**src/rtl/seg_arbiter_if.sv**
```systemverilog
// Requester/display bundle for seg_arbiter: scan strobe, requests, per-requester patterns in; segment drive out.
// Latency and backpressure belong to the module using it; this is a pure signal grouping.
// No flow control: requesters are polled on tick, the display always accepts.
interface seg_arbiter_if;
    logic        tick;
    logic [2:0]  req;
    logic [27:0] data0;
    logic [27:0] data1;
    logic [27:0] data2;
    logic [3:0]  dpin0;
    logic [3:0]  dpin1;
    logic [3:0]  dpin2;
    logic [2:0]  blink;
    logic [6:0]  seg;
    logic [3:0]  an;
    logic        dp;
    logic [2:0]  grant;

    modport master (
        output tick, req, data0, data1, data2, dpin0, dpin1, dpin2, blink,
        input  seg, an, dp, grant
    );

    modport slave (
        input  tick, req, data0, data1, data2, dpin0, dpin1, dpin2, blink,
        output seg, an, dp, grant
    );
endinterface

```
**src/rtl/seg_arbiter.sv**
```systemverilog
// Three-way priority arbiter sharing one 4-digit 7-seg display; bit 0 wins, with a minimum hold before preemption.
// Latency: outputs registered, 1 cycle after the tick edge; patterns are sampled live every cycle.
// No backpressure: requests are polled on tick only. Optional blink phase under SEG_ARBITER_BLINK_EN.
module seg_arbiter #(
    parameter int HOLD_TICKS  = 400,
    parameter int BLINK_TICKS = 100
) (
    input  logic          clock,
    input  logic          reset,
    seg_arbiter_if.slave  bus
);

    localparam int HW = $clog2(HOLD_TICKS + 1);
    localparam logic [HW-1:0] HOLD_MAX = HW'(HOLD_TICKS);

    typedef enum logic {
        S_IDLE  = 1'b0,
        S_GRANT = 1'b1
    } state_t;

    state_t      state_q, state_d;
    logic [1:0]  owner_q, owner_d;
    logic [1:0]  idx_q, idx_d;
    logic [HW-1:0] hold_q, hold_d;
    logic [6:0]  seg_q, seg_d;
    logic [3:0]  an_q, an_d;
    logic        dp_q, dp_d;
    logic [2:0]  grant_q, grant_d;

    logic        pick_vld;
    logic [1:0]  pick;
    logic        load;
    logic        advance;
    logic [27:0] data_sel;
    logic [3:0]  dpin_sel;
    logic [6:0]  digit;
    logic        blank;

`ifdef SEG_ARBITER_BLINK_EN
    localparam int BW = (2 * BLINK_TICKS > 1) ? $clog2(2 * BLINK_TICKS) : 1;
    localparam logic [BW-1:0] BLINK_LAST = BW'(2 * BLINK_TICKS - 1);
    localparam logic [BW-1:0] BLINK_HALF = BW'(BLINK_TICKS);
    logic [BW-1:0] blink_cnt_q, blink_cnt_d;
`endif

    always_comb begin
        pick_vld = |bus.req;
        if (bus.req[0])      pick = 2'd0;
        else if (bus.req[1]) pick = 2'd1;
        else                 pick = 2'd2;
    end

    // Owner change (load) and staying on the same owner (advance) are exclusive; neither on idle ticks.
    always_comb begin
        state_d = state_q;
        owner_d = owner_q;
        load    = 1'b0;
        advance = 1'b0;
        if (bus.tick) begin
            case (state_q)
                S_IDLE: begin
                    if (pick_vld) begin
                        state_d = S_GRANT;
                        owner_d = pick;
                        load    = 1'b1;
                    end
                end
                S_GRANT: begin
                    if (!bus.req[owner_q]) begin
                        load = 1'b1;
                        if (pick_vld) begin
                            owner_d = pick;
                        end else begin
                            state_d = S_IDLE;
                            owner_d = 2'd0;
                        end
                    end else if ((pick < owner_q) && (hold_q == HOLD_MAX)) begin
                        owner_d = pick;
                        load    = 1'b1;
                    end else begin
                        advance = 1'b1;
                    end
                end
                default: begin
                    state_d = S_IDLE;
                    owner_d = 2'd0;
                    load    = 1'b1;
                end
            endcase
        end
    end

    always_comb begin
        hold_d = hold_q;
        idx_d  = idx_q;
        if (load) begin
            hold_d = '0;
            idx_d  = 2'd0;
        end else if (advance) begin
            hold_d = (hold_q == HOLD_MAX) ? hold_q : hold_q + 1'b1;
            idx_d  = idx_q + 2'd1;
        end
    end

`ifdef SEG_ARBITER_BLINK_EN
    always_comb begin
        blink_cnt_d = blink_cnt_q;
        if (load)
            blink_cnt_d = '0;
        else if (advance)
            blink_cnt_d = (blink_cnt_q == BLINK_LAST) ? '0 : blink_cnt_q + 1'b1;
        blank = bus.blink[owner_d] && (blink_cnt_d >= BLINK_HALF);
    end
`else
    always_comb begin
        blank = 1'b0;
    end
`endif

    // Display follows the next-state view so it tracks the tick with one register of latency.
    always_comb begin
        case (owner_d)
            2'd0:    begin data_sel = bus.data0; dpin_sel = bus.dpin0; end
            2'd1:    begin data_sel = bus.data1; dpin_sel = bus.dpin1; end
            default: begin data_sel = bus.data2; dpin_sel = bus.dpin2; end
        endcase
        case (idx_d)
            2'd0:    digit = data_sel[6:0];
            2'd1:    digit = data_sel[13:7];
            2'd2:    digit = data_sel[20:14];
            default: digit = data_sel[27:21];
        endcase

        seg_d   = 7'h7F;
        an_d    = 4'hF;
        dp_d    = 1'b1;
        grant_d = 3'b000;
        if (state_d == S_GRANT) begin
            grant_d = 3'b001 << owner_d;
            if (!blank) begin
                seg_d = digit;
                an_d  = ~(4'b1000 >> idx_d);
                dp_d  = dpin_sel[idx_d];
            end
        end
    end

    always_ff @(posedge clock) begin
        if (reset) begin
            state_q <= S_IDLE;
            owner_q <= 2'd0;
            idx_q   <= 2'd0;
            hold_q  <= '0;
            seg_q   <= 7'h7F;
            an_q    <= 4'hF;
            dp_q    <= 1'b1;
            grant_q <= 3'b000;
        end else begin
            state_q <= state_d;
            owner_q <= owner_d;
            idx_q   <= idx_d;
            hold_q  <= hold_d;
            seg_q   <= seg_d;
            an_q    <= an_d;
            dp_q    <= dp_d;
            grant_q <= grant_d;
        end
    end

`ifdef SEG_ARBITER_BLINK_EN
    always_ff @(posedge clock) begin
        if (reset) blink_cnt_q <= '0;
        else       blink_cnt_q <= blink_cnt_d;
    end
`endif

    assign bus.seg   = seg_q;
    assign bus.an    = an_q;
    assign bus.dp    = dp_q;
    assign bus.grant = grant_q;

endmodule

```
**src/flat_wrapper.sv**
```systemverilog
// flat-port wrapper written by rule: the top's interface ports become plain ports
module seg_arbiter_flat 
#(
    parameter int HOLD_TICKS  = 400,
    parameter int BLINK_TICKS = 100
)
  (clock, reset, bus_tick, bus_req, bus_data0, bus_data1, bus_data2, bus_dpin0, bus_dpin1, bus_dpin2, bus_blink, bus_seg, bus_an, bus_dp, bus_grant);
  seg_arbiter_if bus_i ();
  input  logic clock;
  input  logic reset;
  input wire logic [$bits(bus_i.tick)-1:0] bus_tick;
  input wire logic [$bits(bus_i.req)-1:0] bus_req;
  input wire logic [$bits(bus_i.data0)-1:0] bus_data0;
  input wire logic [$bits(bus_i.data1)-1:0] bus_data1;
  input wire logic [$bits(bus_i.data2)-1:0] bus_data2;
  input wire logic [$bits(bus_i.dpin0)-1:0] bus_dpin0;
  input wire logic [$bits(bus_i.dpin1)-1:0] bus_dpin1;
  input wire logic [$bits(bus_i.dpin2)-1:0] bus_dpin2;
  input wire logic [$bits(bus_i.blink)-1:0] bus_blink;
  output wire logic [$bits(bus_i.seg)-1:0] bus_seg;
  output wire logic [$bits(bus_i.an)-1:0] bus_an;
  output wire logic [$bits(bus_i.dp)-1:0] bus_dp;
  output wire logic [$bits(bus_i.grant)-1:0] bus_grant;
  assign bus_i.tick = bus_tick;
  assign bus_i.req = bus_req;
  assign bus_i.data0 = bus_data0;
  assign bus_i.data1 = bus_data1;
  assign bus_i.data2 = bus_data2;
  assign bus_i.dpin0 = bus_dpin0;
  assign bus_i.dpin1 = bus_dpin1;
  assign bus_i.dpin2 = bus_dpin2;
  assign bus_i.blink = bus_blink;
  assign bus_seg = bus_i.seg;
  assign bus_an = bus_i.an;
  assign bus_dp = bus_i.dp;
  assign bus_grant = bus_i.grant;
  seg_arbiter #(.HOLD_TICKS(HOLD_TICKS), .BLINK_TICKS(BLINK_TICKS)) u_core (.clock(clock), .reset(reset), .bus(bus_i));
endmodule
```
**config.mk**
```make
export PLATFORM = sky130hd
export DESIGN_NAME = seg_arbiter_flat
export DESIGN_NICKNAME = d
export VERILOG_FILES = /design/src/rtl/seg_arbiter_if.sv /design/src/rtl/seg_arbiter.sv /design/src/flat_wrapper.sv
export SDC_FILE = /design/constraint.sdc
export NUM_CORES = 1
export LEC_CHECK = 0
export BUFFER_PORTS_ARGS = -buffer_cell sky130_fd_sc_hd__buf_2
export CORE_UTILIZATION = 45
export DETAILED_ROUTE_END_ITERATION = 10
export PLACE_DENSITY = 0.8
export SYNTH_ARGS = -nofsm -noshare
export SYNTH_HDL_FRONTEND = slang
export SYNTH_SLANG_ARGS = --single-unit
```
**constraint.sdc**
```tcl
create_clock -name clock -period 3.3 [get_ports clock]
set_clock_uncertainty 0.15 [all_clocks]
set_input_delay 0.33 -clock clock [delete_from_list [all_inputs] [get_ports clock]]
set_output_delay 0.33 -clock clock [all_outputs]
set_load 0.005 [all_outputs]
```
==> qor.yml <==
status:
  status: "complete, no violations"
clocking:
  cts_buffer_depth: 2
  clk_pin_slew_ps: 60
  clock-sinks: 29
  cts_hold_buf: 0
  clock_latency_ps: 280
  postCtsSetupBuffers: 0
  cts_tree: "yes"
  cts_buffers: 5
  cts.repair.resized: 0
  cts_htree_levels: 2
  root_buffer: "clkbuf_8"
logic_synthesis:
  avgSynthCellArea_um2: 8.67
  synthFlopType: "dfxtp_1"
  syn-cell-area_mm2: 0.00223
  syn_nets: 365
  synth_top_family_by_area: "compound AO/OA/AOI/OAI gates"
  synth_top_area_cell: "dfxtp_1"
  yosys.cell_types.count: 54
  ys_ff_latch: 29
  yosysSeqAreaShare_pct: 26.1
  muxShareOfSynthArea_pct: 9.94
  synth_top_area_share_pct: 26.1
  synth_xor_area_share_pct: 2.36
  yosysWarnings: 0
  synth_compound_area_share_pct: 36.7
  synth-simple-area-share_pct: 16.6
  synth_edf_count: 0
  synth_area_leaders: "dfxtp_1 (26%), mux2i_1 (6.7%), a211o_1 (5.5%), o221ai_1 (4.3%), a21o_1 (3.4%)"
  synth_common_cells: "dfxtp_1 (29), nor2_1 (16), mux2i_1 (15), a211o_1 (14), nand2_1 (14)"
  async_reset_ff_share_pct: 0
  yosysMostFrequentCell: "dfxtp_1"
  synth_cells: 257
  synth_fa_ha_area_share_pct: 1.69
place:
  place_inst: 430
  post-dp-hpwl_mm: 5.03
  gp_congestion: 0.926
  io_buffers: 116
sta:
  worst_pin_slew_ps: 734
  finalSetupViolCount: 0
  rsz0062_at_grt: "no"
  max_clock_freq_mhz: 330
  final.setup.tns_ps: 0
  slew_headroom_pct: 51.0
  hold_viol: 0
  slew_violations: 0
  hold_slack_ps: 140
  finalCriticalPeriod_ps: 3030
  fin_crit_sh_pct: 91.8
power:
  ir_drop_uv: 190
  p_leak_uw: 0.00138
  p_per_area_mw_per_mm2: 313
worst_setup_path:
  worstPathCellList: "inv_1 > ha_1 > and4bb_1 > nand4_4 > o31a_4 > nor2_2 > nor2_1 > buf_4 > a2111o_1 > nand4_1"
  worstSetupStartpointType: "flip-flop"
  slowest_delay_ps: 500
  crit_family: "simple AND/OR/NAND/NOR gates"
  end_kind: "flip-flop"
  critPathSlowestCell: "nor2_2"
  worstPathRequired_ps: 3370
  worst-path-buf-inv: 2
  critPathMaxFanout: 16
  crit_type: "flip-flop to flip-flop"
  crit_arrival_ps: 3100
global_route:
  grt-ovfl-total: 0
  track_usage_pct: 25.7
  grt_pass1_vias: 2359
  grt_max_degree: 47
  grt_pass1_wl_mm: 10.5
  antenna_found_initial: 0
floorplanning:
  die_h_um: 72.4
  die_w_um: 72.4
  die_area_mm2: 0.00523
  ios: 120
  fp-row-count: 25
  core-area_mm2: 0.00475
  start_util_pct: 46.8
route:
  wl_mm: 6.51
  ant_nets: 0
  wl_per_cell_um: 14.9
  drcViolationCount: 0
  vias: 2513
  vias_per_cell: 5.74
  first_pass_iters: 5
  drtIter0Drc: 111
final_layout:
  stdcell_count: 438
  antennaDiodeCount: 0
  multi_input_area_mm2: 0.00150
  seqCellArea_um2: 581
  synthToLayoutAreaGrowth_pct: 33.0
  nNetsFinal: 478
  fill_cells: 436
  layout-drive-gt1-share_pct: 39.1
  final_core_util_pct: 62.3
min_path:
  hold_path_class: "input pin to flip-flop"
flow_run:
  drv_cap: 0
-- flip-flops by register name (all words and copies together) (netlist names) --
name	cells
u_core.bus.an	4
u_core.bus.dp	1
u_core.bus.grant	3
u_core.bus.seg	7
u_core.hold_q	9
u_core.idx_q	2
u_core.owner_q	2
u_core.state_q	1
-- final cells by class --
| class | instances | area share, % |
|---|---|---|
| clock buffers | 7 | 3.25 |
| clock inverters | 1 | 0.169 |
| inverters | 10 | 1.27 |
| multi-input cells | 199 | 50.6 |
| flip-flops and latches | 29 | 19.6 |
| well taps | 67 | 2.83 |
| repair buffers | 125 | 22.3 |
-- logic make-up (layout without fill, tap and decap cells) --
| logic type | count (synthesis) | count (layout) |
|---|---|---|
| buffers and inverters | 29 | 143 |
| DFF | 29 | 29 |
| muxes | 21 | 21 |
| adders and majority gates | 3 | 3 |
| AOI/OAI and AO/OA | 102 | 102 |
| and+or+nand+nor | 67 | 67 |
| xor gates and xnor gates | 6 | 6 |
-- cells in the final DEF (no fill, tap or decap), drive strengths merged, types with 7 or more instances in the layout --
cell and count:
a211o 14, nand2 14, buf 125, a21o 10, mux2i 15, o211ai 7, nor2b 10, clkbuf 7
inv 10, dfxtp 29, o221ai 11, a21oi 11, o21ai 12, nor2 17
-- stage by stage --
stage / power [uW] / setup slack (ps) / cell area (um2)
2_1_floorplan: 513 / 664 / 2230
3_3_place_gp: 608 / 296 / 2860
3_5_place_dp: 612 / 241 / 2860
4_1_cts: 931 / 267 / 2960
5_1_grt: 979 / 58.4 / 2960
6_report: 927 / 272 / 2960
-- routing by layer --
layer	routed length [um]	vias up	global-route usage (%)
met2	3320	98	45.9
met4	105	0	8.50
li1	-	1233	-
met5	0	-	0
met1	2690	1169	30.7
met3	397	13	4.72
-- final timing paths --
check / start / to / slack [ps] / depth (start not counted)
min reg2reg: u_core.hold_q[5]$_SDFFE_PP0P_ / u_core.hold_q[5]$_SDFFE_PP0P_ / 350 / 2
min: reset / u_core.owner_q[0]$_SDFF_PP0_ / 140 / 2
max reg2reg: u_core.hold_q[0]$_SDFFE_PP0P_ / u_core.bus.seg[1]$_SDFF_PP1_ / 270 / 10
max: u_core.hold_q[0]$_SDFFE_PP0P_ / u_core.bus.seg[1]$_SDFF_PP1_ / 270 / 10
-- report_power, final --
group          internal (uW)  leakage (uW)  total [uW]  switching [uW]
Clock                    188     0.0000542         321             133
Sequential               365      0.000237         373            8.11
Combinational            120       0.00109         233             113
Note: power is estimated with default switching activity, not from simulation.
